$ cat config.mk
export PLATFORM = sky130hd
export DESIGN_NAME = imem_loader
export DESIGN_NICKNAME = d
export VERILOG_FILES = /design/src/rtl/imem_loader_pkg.sv /design/src/rtl/imem_loader_timeout.sv /design/src/rtl/imem_loader.sv
export SDC_FILE = /design/constraint.sdc
export NUM_CORES = 1
export LEC_CHECK = 0
export ABC_AREA = 1
export CAP_MARGIN = 30
export CORE_AREA = 8 8 133 135
export DETAILED_ROUTE_END_ITERATION = 8
export DIE_AREA = 0 0 141 143
export GPL_ROUTABILITY_DRIVEN = 1
export GPL_TIMING_DRIVEN = 0
export SLEW_MARGIN = 15
export SYNTH_ARGS = -nofsm -noshare
export SYNTH_HDL_FRONTEND = slang
export SYNTH_SLANG_ARGS = --single-unit
$ cat constraint.sdc
create_clock -name clk -period 9.7 [get_ports clk]
set_clock_uncertainty 0.1 [all_clocks]
set_input_delay 1.94 -clock clk [delete_from_list [all_inputs] [get_ports clk]]
set_output_delay 1.94 -clock clk [all_outputs]
set_load 0.01 [all_outputs]
$ cat src/rtl/imem_loader_pkg.sv
// Shared types and constants for the instruction-memory loader.
package imem_loader_pkg;

    typedef enum logic [2:0] {
        S_IDLE,
        S_LEN_LO,
        S_LEN_HI,
        S_DATA,
        S_CHECK,
        S_DONE,
        S_ERROR
    } state_t;

    localparam logic [7:0]  MAGIC          = 8'hA5;
    localparam int unsigned BYTES_PER_WORD = 4;

endpackage

$ cat src/rtl/imem_loader_timeout.sv
// Inter-byte idle counter for the loader; flags when a load has stalled too long.
module loader_timeout #(
    parameter int unsigned TIMEOUT_CYCLES = 1_000_000
) (
    input  logic clk,
    input  logic rst,
    input  logic clear_i,
    input  logic enable_i,
    output logic expired_o
);

    localparam int unsigned   CW    = (TIMEOUT_CYCLES > 1) ? $clog2(TIMEOUT_CYCLES) : 1;
    localparam logic [CW-1:0] LIMIT = CW'(TIMEOUT_CYCLES - 1);

    logic [CW-1:0] cnt_q;

    // Count idle clocks while enabled; a byte or leaving the active states restarts from zero
    always_ff @(posedge clk or posedge rst) begin
        if (rst) begin
            cnt_q <= '0;
        end else if (clear_i || !enable_i) begin
            cnt_q <= '0;
        end else if (cnt_q != LIMIT) begin
            cnt_q <= cnt_q + CW'(1);
        end
    end

    assign expired_o = enable_i && (cnt_q == LIMIT);

endmodule

$ cat src/rtl/imem_loader.sv
// Byte-stream frame loader: assembles little-endian words and writes them
// sequentially into the instruction RAM, holding the CPU while a load is open.
module imem_loader
    import imem_loader_pkg::*;
#(
    parameter int unsigned ADDR_WIDTH     = 8,
    parameter int unsigned TIMEOUT_CYCLES = 1_000_000
) (
    input  logic                  clk,
    input  logic                  reset,
    input  logic [7:0]            rx_data,
    input  logic                  rx_valid,
    output logic                  mem_we,
    output logic [31:0]           mem_waddr,
    output logic [31:0]           mem_wdata,
    output logic                  cpu_hold,
    output logic                  load_done,
    output logic                  load_error,
    output logic [ADDR_WIDTH:0]   words_written
);

    localparam int unsigned DEPTH = 1 << ADDR_WIDTH;

    state_t              state_q;
    logic [15:0]         len_q;
    logic [1:0]          byte_cnt_q;
    logic [23:0]         asm_q;
    logic [7:0]          csum_q;
    logic [ADDR_WIDTH:0] words_q;
    logic                mem_we_q;
    logic [31:0]         mem_waddr_q;
    logic [31:0]         mem_wdata_q;
    logic                cpu_hold_q;
    logic                done_q;
    logic                err_q;

    logic                active;
    logic                expired;
    logic [15:0]         len_full;
    logic [ADDR_WIDTH:0] words_inc;

    assign active    = (state_q == S_LEN_LO) || (state_q == S_LEN_HI) ||
                       (state_q == S_DATA)   || (state_q == S_CHECK);
    assign len_full  = {rx_data, len_q[7:0]};
    assign words_inc = words_q + 1'b1;

    loader_timeout #(
        .TIMEOUT_CYCLES(TIMEOUT_CYCLES)
    ) u_timeout (
        .clk      (clk),
        .rst      (reset),
        .clear_i  (rx_valid),
        .enable_i (active),
        .expired_o(expired)
    );

    // Frame parser, word assembler, checksum and registered status outputs
    always_ff @(posedge clk or posedge reset) begin
        if (reset) begin
            state_q     <= S_IDLE;
            len_q       <= '0;
            byte_cnt_q  <= '0;
            asm_q       <= '0;
            csum_q      <= '0;
            words_q     <= '0;
            mem_we_q    <= 1'b0;
            mem_waddr_q <= '0;
            mem_wdata_q <= '0;
            cpu_hold_q  <= 1'b0;
            done_q      <= 1'b0;
            err_q       <= 1'b0;
        end else begin
            mem_we_q <= 1'b0;
            // Idle/terminal states only react to MAGIC; active states either
            // consume a byte or, when no byte arrives, may time out.
            if (!active) begin
                if (rx_valid && rx_data == MAGIC) begin
                    state_q    <= S_LEN_LO;
                    cpu_hold_q <= 1'b1;
                    done_q     <= 1'b0;
                    err_q      <= 1'b0;
                    words_q    <= '0;
                    csum_q     <= '0;
                    byte_cnt_q <= '0;
                    len_q      <= '0;
                end
            end else if (!rx_valid) begin
                if (expired) begin
                    state_q <= S_ERROR;
                    err_q   <= 1'b1;
                end
            end else begin
                case (state_q)
                    S_LEN_LO: begin
                        len_q[7:0] <= rx_data;
                        state_q    <= S_LEN_HI;
                    end
                    S_LEN_HI: begin
                        len_q[15:8] <= rx_data;
                        if (len_full == 16'd0 || 32'(len_full) > DEPTH) begin
                            state_q <= S_ERROR;
                            err_q   <= 1'b1;
                        end else begin
                            state_q <= S_DATA;
                        end
                    end
                    S_DATA: begin
                        csum_q <= csum_q ^ rx_data;
                        if (byte_cnt_q == 2'(BYTES_PER_WORD - 1)) begin
                            mem_we_q    <= 1'b1;
                            mem_waddr_q <= 32'({words_q[ADDR_WIDTH-1:0], 2'b00});
                            mem_wdata_q <= {rx_data, asm_q};
                            words_q     <= words_inc;
                            byte_cnt_q  <= '0;
                            if (16'(words_inc) == len_q) begin
                                state_q <= S_CHECK;
                            end
                        end else begin
                            asm_q      <= {rx_data, asm_q[23:8]};
                            byte_cnt_q <= byte_cnt_q + 1'b1;
                        end
                    end
                    S_CHECK: begin
                        if (rx_data == csum_q) begin
                            state_q    <= S_DONE;
                            done_q     <= 1'b1;
                            cpu_hold_q <= 1'b0;
                        end else begin
                            state_q <= S_ERROR;
                            err_q   <= 1'b1;
                        end
                    end
                    default: ;
                endcase
            end
        end
    end

    assign mem_we        = mem_we_q;
    assign mem_waddr     = mem_waddr_q;
    assign mem_wdata     = mem_wdata_q;
    assign cpu_hold      = cpu_hold_q;
    assign load_done     = done_q;
    assign load_error    = err_q;
    assign words_written = words_q;

endmodule

==> results of run 1 <==
worst min path at each step:
stage                       start            end  slack [ps]  cells past startpoint
floorplan                asm_q[0]   mem_wdata[0]         350                      2
global placement    mem_wdata[27]  mem_wdata[27]         350                      2
detailed placement   mem_wdata[3]   mem_wdata[3]         360                      2
CTS                  mem_wdata[1]   mem_wdata[1]         370                      2
global route         mem_wdata[3]   mem_wdata[3]         390                      2
finish               mem_wdata[6]   mem_wdata[6]         370                      2
per-layer routing:
layer	routed length [um]	up-vias	share of wire, %	global-route usage (%)
met3	537	13	3.7	3.51
li1	-	2533	-	-
met2	6810	82	47	24.7
met5	0	-	0	0
met4	170	0	1.2	5.32
met1	6870	2266	48	19.0
logic make-up after synthesis:
group | Yosys count
XOR/XNOR | 12
flip-flops | 126
adder cells (fa/ha/maj) | 3
buffers and inverters | 125
AND/OR/NAND/NOR | 342
other | 1
AO/OA/AOI/OAI | 122
tightest hold or removal path, stage by stage (launching register included):
cell and delay, ps:
sky130_fd_sc_hd__dfrtp_1 340, sky130_fd_sc_hd__nand2_1 50, sky130_fd_sc_hd__nand2_1 40
where the power goes:
group | internal [W] | switching, W
clock | 0.000339 | 0.000269
combinational | 0.000356 | 0.000486
sequential | 0.000709 | 0.000125
total | 0.00140 | 0.000880
cells in the final DEF, fill, tap and decap left out, types with 3 or more instances in the layout:
master	instances
sky130_fd_sc_hd__nand2_1	213
sky130_fd_sc_hd__dfrtp_1	126
sky130_fd_sc_hd__inv_1	69
sky130_fd_sc_hd__clkdlybuf4s50_1	63
sky130_fd_sc_hd__o21ai_0	58
sky130_fd_sc_hd__nor2_1	41
sky130_fd_sc_hd__o21ai_1	37
sky130_fd_sc_hd__nand3_1	37
sky130_fd_sc_hd__buf_4	26
sky130_fd_sc_hd__conb_1	24
sky130_fd_sc_hd__clkbuf_16	17
sky130_fd_sc_hd__nand4_1	12
sky130_fd_sc_hd__a21oi_1	11
sky130_fd_sc_hd__inv_6	10
sky130_fd_sc_hd__inv_2	9
sky130_fd_sc_hd__nor3_1	9
sky130_fd_sc_hd__xor2_1	9
sky130_fd_sc_hd__nor2_2	8
sky130_fd_sc_hd__clkbuf_1	7
sky130_fd_sc_hd__buf_6	6
sky130_fd_sc_hd__buf_2	6
sky130_fd_sc_hd__o22ai_2	6
sky130_fd_sc_hd__nor2_4	5
sky130_fd_sc_hd__nor4_1	4
sky130_fd_sc_hd__nand2_4	3
sky130_fd_sc_hd__xnor2_1	3
sky130_fd_sc_hd__o31ai_2	3
sky130_fd_sc_hd__ha_1	3
sky130_fd_sc_hd__clkinvlp_4	3
layout make-up:
class / count / area (um2) / share of cell area [%]
flip-flops and latches: 126 / 3150 / 40.8
repair buffers: 64 / 658 / 8.53
well taps: 216 / 270 / 3.50
plain buffers: 45 / 319 / 4.13
multi-input cells: 503 / 2450 / 31.7
clock inverters: 15 / 140 / 1.82
inverters: 80 / 308 / 3.99
clock buffers: 17 / 425 / 5.51
state kept, by name, indices dropped and copies added, names as in the netlist:
signal           flops
len_q               16
mem_waddr            8
mem_wdata           32
u_timeout.cnt_q     20
byte_cnt_q           2
mem_we               1
state_q              3
csum_q               8
load_error           1
cpu_hold             1
load_done            1
asm_q               24
words_written        9
per-stage QoR:
step                      hold slack [ps]  area (um2)  cells  utilization (%)  worst slack [ps]
after floorplan                       349        6220    754                -              4300
after global placement                353        7120   1033             45.7              2340
after detailed placement              357        7150   1034             45.9              5700
after CTS                             373        7720   1066             49.5              6130
after global routing                  385        7720   1066             49.5              6010
final                                 368        7720   1066             49.5              6130
synth_stat cells (9+ instances only):
cell | count | area share [%]
sky130_fd_sc_hd__nand3_1 | 37 | 3.0
sky130_fd_sc_hd__nand2_1 | 213 | 13
sky130_fd_sc_hd__dfrtp_1 | 126 | 51
sky130_fd_sc_hd__buf_4 | 26 | 3.2
sky130_fd_sc_hd__o21ai_0 | 58 | 4.7
sky130_fd_sc_hd__nor2_1 | 41 | 2.5
sky130_fd_sc_hd__o21ai_1 | 37 | 3.0
sky130_fd_sc_hd__xor2_1 | 9 | 1.3
sky130_fd_sc_hd__a21oi_1 | 11 | 0.90
sky130_fd_sc_hd__nor3_1 | 9 | 0.73
sky130_fd_sc_hd__inv_1 | 70 | 4.3
sky130_fd_sc_hd__inv_2 | 9 | 0.55
sky130_fd_sc_hd__nand4_1 | 12 | 1.2
==> flow_summary.rst, run 1 <==
.. list-table::
   :header-rows: 1

   * - Metric
     - Value
   * - Post-Syn Area per Cell
     - ~8.4 um2
   * - Die Y
     - approximately 140 um
   * - Area of the die
     - between 20,000 and 25,000 um2
   * - Setup violators final
     - 0
   * - Post-route minimum period
     - around 3600 ps
   * - Max Buffers Root-to-Sink
     - 2
   * - Max-capacitance violation count
     - 0
   * - CP arrival
     - about 3800 ps
   * - Overall power
     - around 0.0023 W
   * - DRC violations left
     - 0
   * - Post_cts resized
     - 0
   * - Kind of cell adding the most delay to the critical path
     - buffers and inverters
   * - Max-slew violation count
     - 0
   * - Routability cong.
     - 0.815
   * - CTS tree
     - done
   * - Series of cell instances along the critical path
     - clkdlybuf4s50_1, inv_1, nor3_2, nand3_4, nand2_2, o21ai_2, buf_2, nand2_1, o31ai_2
   * - Register-to-register setup slack
     - between 7000 and 8000 ps
   * - Share of the synthesized area in compound gates (AO/OA/AOI/OAI)
     - about 11%
   * - Max Clock Freq
     - ~280 MHz
   * - Wire length after detailed routing
     - roughly 14 mm
   * - Timing startpoint of the critical path
     - rx_data[0]
   * - Cell Rows
     - 46
   * - Bufs and invs on worst path
     - 3
   * - Post-synthesis adder-cell area fraction
     - less than 1%
   * - Area added between synthesis and finish
     - 25.8%
   * - Flip-flop cell with the highest count after synthesis
     - sky130_fd_sc_hd__dfrtp_1
   * - Worst r2r src
     - words_written[0]
   * - Share of synthesized area spent on multiplexers
     - 0%
   * - Maximum number of pins on one net before global-route repair
     - 67
   * - RSZ-0062 raised after global routing
     - no
   * - Worst EP required
     - between 9000 and 10,000 ps
   * - Fraction of layout cells with a size suffix above 1
     - between 10 and 15%
   * - Worst R2R End
     - state_q[0]
   * - H-tree Lvls
     - 4
   * - Die extent in x
     - 141 um
   * - Endpoint kind of the worst setup timing path
     - register
   * - Power per cell area
     - 296 nW/um2
   * - Wire length per cell after detailed routing
     - 13.5 um
   * - Combined area of all synthesized cells
     - around 6000 um2
   * - Top fanout value on the critical path
     - 10
   * - Global-route wire length before repair
     - around 24 mm
   * - Crit start category
     - input port
   * - Hold-fix buffer count after cts
     - 0
   * - Count of vias placed by the detailed router
     - ~4,900
   * - Endpoint of the worst setup timing path
     - csum_q[5]
   * - Number of cells on the critical path
     - 9
   * - Number of synthesized flops with an enable pin
     - 0
   * - Simple-gate share of the synthesized area
     - 24.6%
   * - Count of clock tree sinks
     - about 130
   * - Classification of the worst-slack hold path
     - register to register
   * - Global Route Usage Sum
     - between 15 and 20%
   * - Outcome
     - completed
   * - Effective utilization at floorplan
     - about two fifths
   * - Number of antenna violations at the first check in global routing
     - 0
   * - Headroom to the max-slew limit
     - 58.0%
   * - Depth of the worst register-to-register path
     - 14
   * - Slew at the pin closest to its max-slew limit
     - 630 ps
   * - Register area share after synthesis
     - about half
   * - Number of global-route vias before repair
     - between 4,000 and 5,000
   * - Number of hold violations in the final report
     - 0
   * - Post-CTS setup-driven buffer insertion count
     - 0
   * - Via-to-Cell Ratio
     - roughly 4.6
   * - Layout fillers
     - between 1,500 and 2,000
   * - FF+latch count, synth
     - roughly 130
   * - Post-synth ARST share
     - between 90% and 100%
   * - Fin crit share
     - around 37%
   * - First-iteration detailed-routing DRC count
     - slightly below 300
   * - Setup Crit Path Kind
     - input port to register
   * - Top-level port count
     - 88
   * - GRT overflow
     - 0
   * - XOR/XNOR share of the synthesized area
     - 1.71%
   * - Router iterations before antenna repair
     - 4
   * - HPWL reported at the end of detailed placement
     - around 11 mm
   * - Number of nets with antenna violations after routing
     - 0
   * - Combinational family with the most area after synthesis
     - simple AND/OR/NAND/NOR gates
   * - Worst skew pair latency
     - 420 ps
   * - Number of warning messages in the yosys log
     - 0
   * - Count of buffers inserted at the top-level ports
     - 63
   * - Peak VDD IR
     - about 0.14 mV
   * - Antenna cell count
     - 0
   * - Clock slew at the register clock pins of the worst setup and hold paths
     - approximately 70 ps
   * - Highest cell delay on the worst timing path
     - about 640 ps
   * - Synthesized instance count
     - between 700 and 800
   * - Inserted Clock Buffers
     - 17
   * - Clock tree root driver cell
     - sky130_fd_sc_hd__clkbuf_16
   * - Net total in the final layout
     - ~850
   * - Slowest stage cell, crit path
     - sky130_fd_sc_hd__clkdlybuf4s50_1
   * - CORE AREA
     - approximately 16,000 um2
   * - Aggregate negative setup slack
     - 0 ps
   * - Reported leakage power
     - roughly 3.7 nW
   * - Number of distinct library cells after synthesis
     - 40
(Power assumes the default switching activity.)
==> inputs of run 2 (changes only) <==
==> constraint.sdc (replaced) <==
create_clock -name clk -period 3.2 [get_ports clk]
set_clock_uncertainty 0.1 [all_clocks]
set_input_delay 0.64 -clock clk [delete_from_list [all_inputs] [get_ports clk]]
set_output_delay 0.64 -clock clk [all_outputs]
set_load 0.01 [all_outputs]
==> flow_summary.rst, run 2 (synthesis results as in run 1) <==
.. list-table::
   :header-rows: 1

   * - Metric
     - Value
   * - Power per cell area
     - 902 nW/um2 (+200%)
   * - Global-route wire length before repair
     - 24.6 mm (+1.7%)
   * - Die extent in x
     - 141 um (unchanged)
   * - Cells after DPL
     - 1,036 (+0.19%)
   * - Wire length per cell after detailed routing
     - 13.7 um (+1.5%)
   * - Top library cells by usage in the layout, fill and taps aside
     - sky130_fd_sc_hd__nand2_1 (213), sky130_fd_sc_hd__dfrtp_1 (126), sky130_fd_sc_hd__inv_1 (69)
   * - DRC violations left
     - 0 (unchanged)
   * - Outcome
     - completed
   * - Top-level port count
     - 88 (unchanged)
   * - Via-to-Cell Ratio
     - 4.60 (+0.26%)
   * - Cell Rows
     - 46 (unchanged)
   * - Endpoint kind of the worst setup timing path
     - register
   * - Count of clock tree sinks
     - 126 (unchanged)
   * - Worst skew pair latency
     - 420 ps (about the same)
   * - Routability cong.
     - 0.815 (unchanged)
   * - Register-to-register setup slack
     - 1030 ps (-6480 ps)
   * - Area added between synthesis and finish
     - 26.7%
   * - Top fanout value on the critical path
     - 10 (unchanged)
   * - Inserted Clock Buffers
     - 17 (unchanged)
   * - Max-slew violation count
     - 0 (unchanged)
   * - Slew at the pin closest to its max-slew limit
     - 649 ps (+18.4 ps)
   * - Max Clock Freq
     - about 430 MHz
   * - HPWL reported at the end of detailed placement
     - 10.8 mm (+1.9%)
   * - Post-layout worst setup margin
     - 877 ps (-5250 ps)
   * - Peak VDD IR
     - 0.408 mV (+190%)
   * - Fin crit share
     - just over 70%
   * - CORE AREA
     - 15,600 um2 (unchanged)
   * - Timing startpoint of the critical path
     - rx_data[3]
   * - Area of the die
     - 20,200 um2 (unchanged)
   * - Most common cell after layout, fill and taps aside
     - sky130_fd_sc_hd__nand2_1
   * - Non-Filler Instances
     - 1,068 (+0.19%)
   * - Global Route Usage Sum
     - 15.3% (+0.33 points)
   * - H-tree Lvls
     - 4 (unchanged)
   * - Net total in the final layout
     - 853 (+0.24%)
   * - Layout fillers
     - 1,461 (-2.7%)
   * - Depth of the worst register-to-register path
     - 14 (unchanged)
   * - Max-capacitance violation count
     - 0 (unchanged)
   * - Crit start category
     - input port
   * - Number of nets with antenna violations after routing
     - 0 (unchanged)
   * - CP arrival
     - 2520 ps (-1250 ps)
   * - Router iterations before antenna repair
     - 5 (+1)
   * - Die Y
     - 143 um (unchanged)
   * - Worst R2R End
     - state_q[0]
   * - Effective utilization at floorplan
     - 39.3% (unchanged)
   * - Post-CTS setup-driven buffer insertion count
     - 0 (unchanged)
   * - Wire length after detailed routing
     - 14.6 mm (+1.7%)
   * - CTS tree
     - done
   * - Setup violators final
     - 0 (unchanged)
   * - Smallest hold slack
     - 369 ps (+0.219 ps)
   * - Flip-flop count of the largest register, all copies and words added
     - 32 (unchanged)
   * - Count of vias placed by the detailed router
     - 4,916 (+0.45%)
   * - Worst EP required
     - 3400 ps (-6510 ps)
   * - Number of global-route vias before repair
     - 4,856 (+0.17%)
   * - Clock slew at the register clock pins of the worst setup and hold paths
     - 60 ps (about the same)
   * - Headroom to the max-slew limit
     - 56.7% (-1.3 points)
   * - Count of buffers inserted at the top-level ports
     - 63 (unchanged)
   * - Post_cts resized
     - 0 (unchanged)
   * - Max Buffers Root-to-Sink
     - 2 (unchanged)
   * - Classification of the worst-slack hold path
     - register to register
   * - RSZ-0062 raised after global routing
     - no
   * - Antenna cell count
     - 0 (unchanged)
   * - Fraction of layout cells with a size suffix above 1
     - 13.7% (+0.20 points)
   * - Clock tree root driver cell
     - sky130_fd_sc_hd__clkbuf_16
   * - First-iteration detailed-routing DRC count
     - 329 (+13%)
   * - Number of antenna violations at the first check in global routing
     - 0 (unchanged)
   * - Endpoint, Worst Hold
     - mem_wdata[27]
   * - Hold-fix buffer count after cts
     - 0 (unchanged)
   * - GRT overflow
     - 0 (unchanged)
   * - Reported leakage power
     - 3.72 nW (+0.71%)
   * - WHS Path Cells
     - 2 (unchanged)
   * - Number of hold violations in the final report
     - 0 (unchanged)
   * - Start point of the worst min-delay path
     - mem_wdata[27]
   * - Worst r2r src
     - words_written[0]
   * - Post-placement worst setup slack
     - 471 ps (-5230 ps)
   * - Post-route minimum period
     - ~2300 ps
   * - Post-layout utilization of the core
     - 49.8% (+0.33 points)
   * - Maximum number of pins on one net before global-route repair
     - 36 (-46%)
   * - Setup Crit Path Kind
     - input port to register
run 2: metal layers:
| metal | vias to the layer above | GRT usage [%] | wire length, um |
|---|---|---|---|
| met1 | 2280 | 19.6 | 6880 |
| met5 | - | 0 | 0 |
| met3 | 14 | 3.94 | 708 |
| met4 | 0 | 4.58 | 136 |
| li1 | 2525 | - | - |
| met2 | 97 | 25.1 | 6910 |
run 2: power by group:
group / switching [W] / total (W) / internal (W)
clock network: 0.000755 / 0.00191 / 0.00116
logic: 0.00148 / 0.00256 / 0.00108
registers: 0.000383 / 0.00253 / 0.00215
run 2: area by class of cell:
| cell class | count | area, um2 | area share [%] |
|---|---|---|---|
| multi-input cells | 503 | 2450 | 31.5 |
| flip-flops and latches | 126 | 3150 | 40.6 |
| clock buffers | 17 | 425 | 5.47 |
| inverters | 80 | 307 | 3.94 |
| repair buffers | 66 | 691 | 8.89 |
| well taps | 216 | 270 | 3.48 |
| plain buffers | 45 | 319 | 4.11 |
| clock inverters | 15 | 160 | 2.06 |
run 2: stage by stage:
step | power, W | TNS (ps) | area [um2]
2_1_floorplan | 0.00415 | 0 | 6220
3_3_place_gp | 0.00508 | -39520 | 7130
3_5_place_dp | 0.00513 | 0 | 7190
4_1_cts | 0.00708 | 0 | 7770
5_1_grt | 0.00755 | 0 | 7770
6_report | 0.00701 | 0 | 7770
run 2: worst max-delay path by stage:
stage | end | slack [ps] | cells after the start
floorplan | asm_q[0] | 910 | 1
global placement | words_written[6] | -320 | 2
detailed placement | csum_q[5] | 470 | 8
CTS | csum_q[5] | 900 | 8
global route | csum_q[1] | 750 | 9
finish | csum_q[5] | 880 | 8
run 2: worst max-delay path, cell delays in order:
cell	delay, ps
sky130_fd_sc_hd__clkdlybuf4s50_1	660
sky130_fd_sc_hd__nor3_1	470
sky130_fd_sc_hd__nand3_4	190
sky130_fd_sc_hd__nand2_2	140
sky130_fd_sc_hd__o21ai_2	70
sky130_fd_sc_hd__buf_2	180
sky130_fd_sc_hd__nand2_1	90
sky130_fd_sc_hd__o31ai_2	60
